## src/rtl/i2c_pkg.sv

```systemverilog
// Shared types and widths for the I2C write arbiter and its helpers.
package i2c_pkg;

    localparam int I2C_ADDR_W = 7;
    localparam int I2C_DATA_W = 8;

    typedef enum logic [2:0] {
        ST_IDLE       = 3'd0,
        ST_LAUNCH     = 3'd1,
        ST_WAIT_START = 3'd2,
        ST_WAIT_DONE  = 3'd3,
        ST_RESPOND    = 3'd4,
        ST_HOLDOFF    = 3'd5
    } arbState_t;

endpackage

```

## src/rtl/i2c_cycle_timer.sv

```systemverilog
// Clear/enable counter that raises terminal once LIMIT-1 counts have elapsed and then holds.
module i2c_cycle_timer #(
    parameter int LIMIT = 16,
    localparam int CW = $clog2(LIMIT + 1)
) (
    input  logic clock,
    input  logic reset,
    input  logic clear,
    input  logic enable,
    output logic terminal
);

    logic [CW-1:0] count;

    always_ff @(posedge clock) begin
        if (reset || clear) begin
            count <= '0;
        end else if (enable && !terminal) begin
            count <= count + 1'b1;
        end
    end

    assign terminal = (count == CW'(LIMIT - 1));

endmodule

```

## src/rtl/i2c_write_arbiter.sv

```systemverilog
// Two-requester arbiter in front of the I2C byte-write control unit.
// Optional NACK retry is compiled in with the I2C_ARB_RETRY_EN macro.
module i2c_write_arbiter
    import i2c_pkg::*;
#(
    parameter int TIMEOUT_CYCLES = 4096,
    parameter int HOLDOFF_CYCLES = 250,
    parameter int MAX_RETRY      = 2
) (
    input  logic                  clock,
    input  logic                  Reset,
    input  logic                  ReqA,
    input  logic [I2C_ADDR_W-1:0] AddrA,
    input  logic [I2C_DATA_W-1:0] DataA,
    input  logic                  ReqB,
    input  logic [I2C_ADDR_W-1:0] AddrB,
    input  logic [I2C_DATA_W-1:0] DataB,
    output logic                  GntA,
    output logic                  GntB,
    output logic                  DoneA,
    output logic                  DoneB,
    output logic                  Nack,
    output logic                  Go,
    output logic [I2C_ADDR_W-1:0] TxAddr,
    output logic [I2C_DATA_W-1:0] TxData,
    input  logic                  Busy,
    input  logic                  AckError,
    output logic [2:0]            DebugState
);

    // Handshake: a requester raises Req and holds it until its one-cycle Done
    // (with Nack alongside); downstream, Go launches one byte write and Busy
    // brackets it, with AckError valid on the cycle Busy falls.

    if (TIMEOUT_CYCLES < 16 || HOLDOFF_CYCLES < 1 || MAX_RETRY < 0) begin : gParamCheck
        $error("i2c_write_arbiter: parameter out of range");
    end

    arbState_t state, stateNext;

    logic ownerIsB;
    logic prefA;
    logic nackReg;
    logic inTxn;
    logic grantNow, grantB;
    logic finishNow, finishNack;
    logic timeoutHit, holdoffDone;

`ifdef I2C_ARB_RETRY_EN
    logic [7:0] retryCount;
    logic       retryPending;
    logic       retryNow;
`endif

    assign inTxn = (state == ST_LAUNCH) || (state == ST_WAIT_START) || (state == ST_WAIT_DONE);

    // Timeout window starts at LAUNCH and covers both wait states.
    i2c_cycle_timer #(.LIMIT(TIMEOUT_CYCLES)) uTimeout (
        .clock   (clock),
        .reset   (Reset),
        .clear   (!inTxn),
        .enable  (inTxn),
        .terminal(timeoutHit)
    );

    i2c_cycle_timer #(.LIMIT(HOLDOFF_CYCLES)) uHoldoff (
        .clock   (clock),
        .reset   (Reset),
        .clear   (state != ST_HOLDOFF),
        .enable  (state == ST_HOLDOFF),
        .terminal(holdoffDone)
    );

    always_ff @(posedge clock) begin
        if (Reset) begin
            state <= ST_IDLE;
        end else begin
            state <= stateNext;
        end
    end

    always_comb begin
        stateNext  = state;
        grantNow   = 1'b0;
        grantB     = 1'b0;
        finishNow  = 1'b0;
        finishNack = 1'b0;
`ifdef I2C_ARB_RETRY_EN
        retryNow   = 1'b0;
`endif
        case (state)
            ST_IDLE: begin
                // A control unit still busy from elsewhere blocks any grant.
                if (!Busy && (ReqA || ReqB)) begin
                    grantNow  = 1'b1;
                    grantB    = ReqB && (!ReqA || !prefA);
                    stateNext = ST_LAUNCH;
                end
            end
            ST_LAUNCH: begin
                stateNext = ST_WAIT_START;
            end
            ST_WAIT_START: begin
                if (timeoutHit) begin
                    finishNow  = 1'b1;
                    finishNack = 1'b1;
                    stateNext  = ST_RESPOND;
                end else if (Busy) begin
                    stateNext = ST_WAIT_DONE;
                end
            end
            ST_WAIT_DONE: begin
                if (!Busy) begin
`ifdef I2C_ARB_RETRY_EN
                    if (AckError && (retryCount < 8'(MAX_RETRY))) begin
                        retryNow  = 1'b1;
                        stateNext = ST_HOLDOFF;
                    end else begin
                        finishNow  = 1'b1;
                        finishNack = AckError;
                        stateNext  = ST_RESPOND;
                    end
`else
                    finishNow  = 1'b1;
                    finishNack = AckError;
                    stateNext  = ST_RESPOND;
`endif
                end else if (timeoutHit) begin
                    finishNow  = 1'b1;
                    finishNack = 1'b1;
                    stateNext  = ST_RESPOND;
                end
            end
            ST_RESPOND: begin
                stateNext = ST_HOLDOFF;
            end
            ST_HOLDOFF: begin
                if (holdoffDone) begin
`ifdef I2C_ARB_RETRY_EN
                    stateNext = retryPending ? ST_LAUNCH : ST_IDLE;
`else
                    stateNext = ST_IDLE;
`endif
                end
            end
            default: begin
                stateNext = ST_IDLE;
            end
        endcase
    end

    always_ff @(posedge clock) begin
        if (Reset) begin
            TxAddr   <= '0;
            TxData   <= '0;
            ownerIsB <= 1'b0;
            prefA    <= 1'b1;
            nackReg  <= 1'b0;
        end else begin
            if (grantNow) begin
                ownerIsB <= grantB;
                TxAddr   <= grantB ? AddrB : AddrA;
                TxData   <= grantB ? DataB : DataA;
            end
            if (finishNow) begin
                nackReg <= finishNack;
            end
            // Whoever was just served loses the next tie.
            if (state == ST_RESPOND) begin
                prefA <= ownerIsB;
            end
        end
    end

`ifdef I2C_ARB_RETRY_EN
    always_ff @(posedge clock) begin
        if (Reset) begin
            retryCount   <= '0;
            retryPending <= 1'b0;
        end else begin
            if (grantNow) begin
                retryCount <= '0;
            end else if (retryNow) begin
                retryCount <= retryCount + 1'b1;
            end
            if (retryNow) begin
                retryPending <= 1'b1;
            end else if (state == ST_HOLDOFF && holdoffDone) begin
                retryPending <= 1'b0;
            end
        end
    end
`endif

    assign GntA       = inTxn && !ownerIsB;
    assign GntB       = inTxn && ownerIsB;
    assign Go         = (state == ST_LAUNCH);
    assign DoneA      = (state == ST_RESPOND) && !ownerIsB;
    assign DoneB      = (state == ST_RESPOND) && ownerIsB;
    assign Nack       = (state == ST_RESPOND) && nackReg;
    assign DebugState = state;

endmodule

```

## config.mk

```make
export PLATFORM = sky130hd
export DESIGN_NAME = i2c_write_arbiter
export DESIGN_NICKNAME = d
export VERILOG_FILES = /design/src/rtl/i2c_pkg.sv /design/src/rtl/i2c_cycle_timer.sv /design/src/rtl/i2c_write_arbiter.sv
export SDC_FILE = /design/constraint.sdc
export NUM_CORES = 1
export LEC_CHECK = 0
export BUFFER_PORTS_ARGS = -buffer_cell sky130_fd_sc_hd__buf_2
export CORE_UTILIZATION = 52
export DETAILED_ROUTE_END_ITERATION = 10
export PLACE_DENSITY = 0.84
export SKIP_CTS_REPAIR_TIMING = 1
export SLEW_MARGIN = 20
export SYNTH_ARGS = -nofsm -noshare
export SYNTH_HDL_FRONTEND = slang
export SYNTH_HIERARCHICAL = 1
export SYNTH_SLANG_ARGS = --single-unit
export TNS_END_PERCENT = 100
```

## constraint.sdc

```tcl
create_clock -name clock -period 4.6 [get_ports clock]
set_input_delay 0.69 -clock clock [delete_from_list [all_inputs] [get_ports clock]]
set_output_delay 0.69 -clock clock [all_outputs]
set_load 0.02 [all_outputs]
```

# Yosys cells after proc, flatten, opt, wreduce, memory -nomap -nowiden
# Cells that the tools add are included.
# W data, S select, Z words.
# word_totals
reg_bits	42
inputBits	36
output_inout_bits	24
elab_cells	64
# op_classes
addsub	2
eq_ne	12
muxes	18
n_reduce_logical	24
# op_table
operator	n
$mux W3	6
$pmux W3 S6	1
$add A13 B1 Y13 const B	1
$eq A13 B12 Y1 const B	1
$logic_and A1 B1 Y1	9
$add A8 B1 Y8 const B	1
$eq A8 B8 Y1 const B	1
$mux W8	1
$logic_not A1 Y1	7
$mux W1	7
$mux W7	1
$eq A3 B2 Y1 const B	2
$eq A3 B3 Y1 const B	2
$logic_or A1 B1 Y1	6
$ne A3 B2 Y1 const B	2
$ne A2 B2 Y1 const B	2
$pmux W1 S2	2
$reduce_and A4 Y1	1
$eq A3 B1 Y1 const B	1
$logic_not A3 Y1	1
$ne A3 B3 Y1 const B	1

# Logic depth before layout (Yosys ltp)
# Gate-level depths: netlist of the first run.
# logic_depth
depth_word	6
ltp_mapped	7
depth_no_buf	7

# Hierarchy
# Netlist of the first run, hierarchy kept.
# by_module_without_submodules
module	n_inst	cells_each	area_per_inst_um2	seq_area_each_um2
i2c_write_arbiter	1	130	1156.1	420.4
i2c_cycle_timer (uTimeout)	1	77	641.9	260.2
i2c_cycle_timer (uHoldoff)	1	45	396.6	160.2

# Worst setup path after synthesis of the first run
# No wires, ideal clock.
# synth_path
kind	register to output
startpoint	register state[0] (netlist: DebugState[0])
endpoint	output port GntA
t_arrival_ns	1.335
required_ns	3.910
path_slack_ns	2.575
stages_incl_launch_ff	5
path_buffers	0
cell_sequence	dfxtp_1 > nor2_1 > nor2_1 > inv_1 > nor2_1
# synth_via
elab_chain_cells	4
word_cells_on_any_way	6
classes_between	eq/ne: 3; reduce/logical: 3
# synth_rtl
item	line	rtl
from (decl)	i2c_write_arbiter.sv:39	arbState_t state, stateNext;
from (signal assigned)	i2c_write_arbiter.sv:78	state <= stateNext;
$eq A3 B1 Y1 or $eq A3 B2 Y1 (tied branches)	i2c_write_arbiter.sv:55	assign inTxn = (state == ST_LAUNCH) || (state == ST_WAIT_START) || (state == ST_WAIT_DONE);
$logic_or A1 B1 Y1	i2c_write_arbiter.sv:55	
$logic_or A1 B1 Y1 (*)	i2c_write_arbiter.sv:55	
net inTxn	i2c_write_arbiter.sv:44	logic inTxn;
$logic_and A1 B1 Y1 (*)	i2c_write_arbiter.sv:195	assign GntA = inTxn && !ownerIsB;
to (decl)	i2c_write_arbiter.sv:18	output logic GntA,
# Mark *: on every way through the listed nets, which the timed path passes. The rest lies on a longest branch.

# Final worst setup path of the first run
# layout_path
startpoint	register state[1] (netlist: DebugState[1])
endpoint	output port GntA
# Same word-level chain as after synthesis.

==> results of run 1 <==
-- flip-flops by register name, summed over array words and instances (netlist names) --
name,flops
uTimeout/count,13
DebugState,3
uHoldoff/count,8
TxAddr,7
prefA,1
nackReg,1
TxData,8
ownerIsB,1
-- cells in the final DEF, fill, tap and decap left out, types with 2 or more instances in the layout --
cell	synthesis	routed
a311oi_1	5	5
dfxtp_1	42	42
nand3_1	5	5
ha_1	3	3
nand4_1	3	3
inv_1	8	8
o21ai_0	9	9
nor2_1	16	16
or2_2	3	3
and3_1	3	3
o2111ai_1	2	2
nor3_1	10	10
buf_2	4	59
a311oi_2	9	9
a21oi_1	25	25
o31ai_1	2	2
clkbuf_1	3	2
nor4_1	2	2
nand2_1	44	44
nand4_2	3	3
nor2b_1	2	2
and2_1	2	2
clkbuf_8	0	5
and2b_1	2	2
xor2_1	4	4
or3_1	4	4
a31oi_1	3	3
-- per-layer routing --
metal | share of wire [%] | global-route usage (%)
met5 | 0 | 0
met4 | 1.7 | 8.245
met3 | 4.4 | 5.137
met2 | 48 | 35.48
met1 | 46 | 25.62
-- worst reg2reg max path: stages (launching register included) --
cell	delay (ns)
dfxtp_1	0.54
nor2_1	0.12
nor2_1	0.32
nand4_2	0.19
or2_4	0.30
or4_1	0.39
a21oi_1	0.14
-- final timing paths --
check	start	to	slack, ns
setup / recovery	DebugState[1]	GntA	2.23
hold / removal	uTimeout/count[12]	uTimeout/count[12]	0.47
setup reg to reg	DebugState[1]	uTimeout/count[7]	2.55
hold reg to reg	uTimeout/count[12]	uTimeout/count[12]	0.47
-- cells in the mapped netlist (all sizes together), types with 4 or more instances --
| cell type | count | share of area [%] |
|---|---|---|
| or3 | 5 | 1.5 |
| xor2 | 4 | 1.6 |
| and3 | 4 | 1.2 |
| inv | 8 | 1.4 |
| buf | 10 | 4.0 |
| nor2 | 16 | 2.7 |
| a311oi | 15 | 9.4 |
| dfxtp | 42 | 38 |
| nor3 | 12 | 3.5 |
| o21ai | 9 | 2.1 |
| nand2 | 44 | 7.5 |
| or2 | 4 | 1.3 |
| a21oi | 25 | 5.7 |
| nand4 | 6 | 2.6 |
| nand3 | 5 | 1.1 |
-- through the flow --
| stage | util, % | hold slack (ns) |
|---|---|---|
| floorplan | - | 0.4167 |
| detailed placement | 60.87 | 0.4541 |
| finish | 62.76 | 0.4676 |
| CTS | 62.76 | 0.4645 |
| global route | 62.76 | 0.4871 |
| global placement | 60.87 | 0.4321 |
-- layout make-up --
class,instances,area share [%]
clock buffers,7,3.018
inverters,8,1.188
flip-flops and latches,42,33.25
well taps,50,2.474
repair buffers,59,11.68
multi-input cells,189,48.39
-- power by group through the flow --
stage | registers [uW] | clock network, uW | logic [uW]
after floorplan | 436 | 0 | 132
after global placement | 416 | 0 | 192
after detailed placement | 416 | 0 | 194
after CTS | 408 | 227 | 195
after global routing | 411 | 241 | 213
final | 408 | 222 | 194
-- cell families after synthesis --
kind of cell | Yosys count | share of synthesized area, %
AO/OA/AOI/OAI | 69 | 25.26
AND/OR/NAND/NOR | 112 | 26.68
XOR/XNOR | 4 | 1.596
adder cells (fa/ha/maj) | 3 | 1.711
flip-flops | 42 | 38.31
multiplexers | 1 | 0.5131
buffers and inverters | 21 | 5.929
==> out/qor.yml, run 1 <==
rsz0062_at_grt: "no"
yosysWarnings: 6
grt_pass1_wl_um: 7320
initial_core_util_pct: 54.47
rr_worst_depth: 6
gp_congestion: 0.8275
report.final.slew_viol_count: 0
post-route-drc-count: 0
crit_path_end_kind: "output port"
register_area_um2: 840.8
crit_path_start_kind: "flop"
cts_tree: "done"
n_fill_cell: 362
arrival_ns: 1.68
hold_depth: 2
syn_inst: 252
dp_cells: 348
drt_pre_antenna_iters: 4
core_area_um2: 4029
post-layout-total-power_uw: 824.7
cp_max_fo: 10
tightest_slew_ns: 0.6708
irDropWorstVdd_v: 0.0002182
drv_cap: 0
status: "completed"
p_per_area_nw_per_um2: 326.1
p_leak_uw: 0.001014
clockBufferDepth: 2
portBuffers: 59
final_cells: 355
placed_cell_area_um2: 2452
fin_setup_tns_ns: 0
grt_max_degree: 25
path_class: "flop to output port"
die_h_um: 66.97
gr-total-overflow: 0
drtIter0Drc: 144
crit_family: "simple AND/OR/NAND/NOR gates"
layout_worst_path_cycle_share_pct: 51.51
p_switching_uw: 259.2
antenna_left: 0
die_w_um: 66.97
fmax_mhz: 422.1
crit_buf_inv: 2
design_area_um2: 2529
switching_share_pct: 31.43
yosys_most_used_dff: "dfxtp_1"
period_minus_slack_ns: 2.369
p_clk_share_pct: 26.9
slowest_delay_ns: 0.54
async_reset_ff_share_pct: 0
fin_ws_ns: 2.231
area_delta_synth_final_pct: 15.22
place_hpwl_um: 3316
final_layout_size_suffix_gt1_share_pct: 29.51
cts_htree_levels: 2
clock-root-buffer: "clkbuf_8"
vias: 2007
cp_num_cells: 5
cp_slowest_cell: "dfxtp_1"
synth_edf_count: 0
ys_types: 57
cts_num_sinks: 42
cts_buffers: 5
syn_area_per_cell_um2: 8.709
yosysSeqAreaShare_pct: 38.31
grt_antenna_before_repair: 0
multiInputGateArea_um2: 1224
ys_ff_latch: 42
placementRows: 23
fp.dieArea_um2: 4484
routedWlPerCell_um: 12.79
skew_ns: 0.001558
antenna_cells: 0
path_clk_slew_ns: 0.07
synth_fp_nets: 291
synthesis.area_um2: 2195
preCtsSetupSlack_ns: 2.526
ios: 60
seq_power_share_pct: 49.5
finalSetupViolations: 0
hold_viol_final: 0
clock_insertion_delay_worst_skew_ns: 0.29
crit_chain: "nor2_1, nor2_1, inv_1, nor2_1, buf_2"
path_common_cell: "nor2_1"
wirelength_um: 4542
required_ns: 3.91
relSlewSlack_pct: 55.02
intPower_uw: 565.5
via_per_inst: 5.654
power_frac_comb_pct: 23.6
grt_pass1_vias: 1780
hp-class: "flop to flop"
nNetsFinal: 344
grt_usage_pct: 21.13
No activity file was read; power rests on OpenSTA's default activity.
==> inputs of run 2 (changes only) <==
--- a/config.mk
+++ b/config.mk
@@ -6,9 +6,9 @@
 export NUM_CORES = 1
 export LEC_CHECK = 0
 export BUFFER_PORTS_ARGS = -buffer_cell sky130_fd_sc_hd__buf_2
-export CORE_UTILIZATION = 52
+export CORE_UTILIZATION = 47
 export DETAILED_ROUTE_END_ITERATION = 10
-export PLACE_DENSITY = 0.84
+export PLACE_DENSITY = 0.81
 export SKIP_CTS_REPAIR_TIMING = 1
 export SLEW_MARGIN = 20
 export SYNTH_ARGS = -nofsm -noshare
==> constraint.sdc (replaced) <==
create_clock -name clock -period 1.95 [get_ports clock]
set_input_delay 0.2925 -clock clock [delete_from_list [all_inputs] [get_ports clock]]
set_output_delay 0.2925 -clock clock [all_outputs]
set_load 0.02 [all_outputs]
==> run 2 against run 1 <==
Critical path depth grew 1. Design area is 4.3% higher. Critical path type is now flop to flop. First-iteration DRC count grew 4.9%. Highest routed layer unchanged.
==> out/qor.yml, run 2 (synthesis results as in run 1) <==
crit_path_start_kind: "flop"  # unchanged
rsz0062_at_grt: "no"  # unchanged
fp.dieArea_um2: 4946  # was 4484 um^2
rrSetupSlack_ns: 0.17  # was 2.55 ns
nNetsFinal: 353  # was 344
placementRows: 24  # was 23
drt_pre_antenna_iters: 4  # unchanged
hold_viol_final: 0  # unchanged
multiInputGateArea_um2: 1229  # was 1224 um^2
period_minus_slack_ns: 1.785
top_register: "uTimeout/count"  # unchanged
core_area_um2: 4414  # was 4029 um^2
most-common-layout-cells: "59 x buf_2, 44 x nand2_1, 42 x dfxtp_1, 25 x a21oi_1, 16 x nor2_1"  # unchanged
crit_family: "simple AND/OR/NAND/NOR gates"  # unchanged
top_regs: "uTimeout/count: 13 flops, TxData: 8 flops, uHoldoff/count: 8 flops"  # unchanged
vias: 2070  # was 2,007
final_layout_size_suffix_gt1_share_pct: 32.38  # was 29.51%
clockBufferDepth: 2  # unchanged
crit_buf_inv: 1  # was 2
routedWlPerCell_um: 13.14  # was 12.79 um
via_per_inst: 5.640  # was 5.654
crit_path_end_kind: "flop"  # was output port
worstReg2RegEnd: "nackReg"  # was uTimeout/count[7]
die_w_um: 70.33  # was 66.97 um
hp-start: "DataA[0]"  # was uTimeout/count[12]
crit_chain: "ha_1, inv_1, or2_2, nor3_2, o21ai_0, a221oi_1"  # was nor2_1, nor2_1, inv_1, nor2_1, buf_2
drv_cap: 0  # unchanged
clock-root-buffer: "clkbuf_8"  # unchanged
die_h_um: 70.33  # was 66.97 um
clock_insertion_delay_worst_skew_ns: 0.29  # about the same
cp_num_cells: 6  # was 5
largest_register_ffs: 13  # unchanged
grt_usage_pct: 19.71  # was 21.13%
grt_antenna_before_repair: 0  # unchanged
finalSetupViolations: 0  # unchanged
r2r_start: "uTimeout/count[0]"  # was DebugState[1]
mostFrequentLayoutCell: "buf_2"  # unchanged
initial_core_util_pct: 49.72  # was 54.47%
rr_worst_depth: 6  # unchanged
cp_slowest_cell: "dfxtp_1"  # unchanged
cts_num_sinks: 42  # unchanged
n_fill_cell: 377  # was 362
startpoint: "uTimeout/count[0]"  # was DebugState[1]
portBuffers: 59  # unchanged
area_delta_synth_final_pct: 20.18  # was 15.22%
irDropWorstVdd_v: 0.0004267  # was 0.0002182 V
antenna_cells: 0  # unchanged
status: "completed"  # unchanged
fin_hold_ws_ns: 0.2513  # was 0.4676 ns
register_area_um2: 840.8  # unchanged
skew_ns: 0.009095  # was 0.001558 ns
antenna_left: 0  # unchanged
gp_congestion: 0.8855  # was 0.8275
arrival_ns: 1.99  # was 1.68 ns
grt_pass1_vias: 1840  # was 1,780
wirelength_um: 4821  # was 4542 um
report.final.slew_viol_count: 0  # unchanged
fmax_mhz: 560.3
relSlewSlack_pct: 69.52  # was 55.02%
post-layout-total-power_uw: 2142  # was 824.7 uW
p_per_area_nw_per_um2: 812.3  # was 326.1 nW/um^2
place_hpwl_um: 3620  # was 3316 um
gr-total-overflow: 0  # unchanged
grt_max_degree: 16  # was 25
hold_depth: 3  # was 2
tightest_slew_ns: 0.4531  # was 0.6708 ns
path_clk_slew_ns: 0.08  # was 0.07 ns
fin_setup_tns_ns: 0  # unchanged
post-route-drc-count: 0  # unchanged
cp_max_fo: 4  # was 10
cts_htree_levels: 2  # unchanged
layout_worst_path_cycle_share_pct: 91.52
cts_tree: "done"  # unchanged
slowest_delay_ns: 0.39  # was 0.54 ns
path_class: "flop to flop"  # was flop to output port
required_ns: 2.16  # was 3.91 ns
min_to: "TxData[0]"  # was uTimeout/count[12]
grt_pass1_wl_um: 7962  # was 7320 um
ios: 60  # unchanged
cts_buffers: 5  # unchanged
p_leak_uw: 0.001072  # was 0.001014 uW
hp-class: "input port to flop"  # was flop to flop
drtIter0Drc: 151  # was 144
run 2: changes by cell type in the layout (fill, tap and decap cells not counted):
| cell | change |
|---|---|
| buf_4 | +9 |
| nor3_2 | +1 |
| clkbuf_1 | -1 |
| clkinvlp_4 | +1 |
| bufinv_16 | +1 |
| nor3_1 | -1 |
run 2: tightest hold or removal path, delay by kind of cell:
kind                   cells  cell delay (ns)
buffers and inverters      1             0.09
AO/OA/AOI/OAI              1             0.07
AND/OR/NAND/NOR            1             0.04
run 2: how the worst max path moves through the flow:
stage                             end  slack, ns
global placement              nackReg       0.19
finish                        nackReg       0.17
global route                  nackReg       0.03
detailed placement            nackReg       0.12
floorplan           uTimeout/count[7]       0.02
CTS                           nackReg       0.10
run 2: report_power, final:
part           internal [uW]  switching [uW]
clock                    382             301
sequential               913            32.5
combinational            203             311
run 2: layer usage:
metal	up-vias	GRT usage [%]	part of all wire (%)
li1	1042	-	-
met1	946	23.52	44
met2	75	33.65	49
met3	7	5.483	6.0
met4	0	6.889	1.2
met5	-	0	0
run 2: area by class of cell:
class	instances	share of cell area, %
clock inverter	2	1.423
timing repair buffer	68	13.76
inverter	8	1.139
tap	52	2.467
clock buffer	6	2.751
multi-input combinational	189	46.58
sequential	42	31.88
run 2: through the flow:
stage	instance area (um^2)	utilization (%)	setup slack (ns)	cells
floorplan	2195	-	0.01886	252
global placement	2522	57.14	0.1933	359
detailed placement	2522	57.14	0.1204	359
CTS	2633	59.64	0.1029	367
global route	2638	59.75	0.02912	367
finish	2638	59.75	0.1653	367
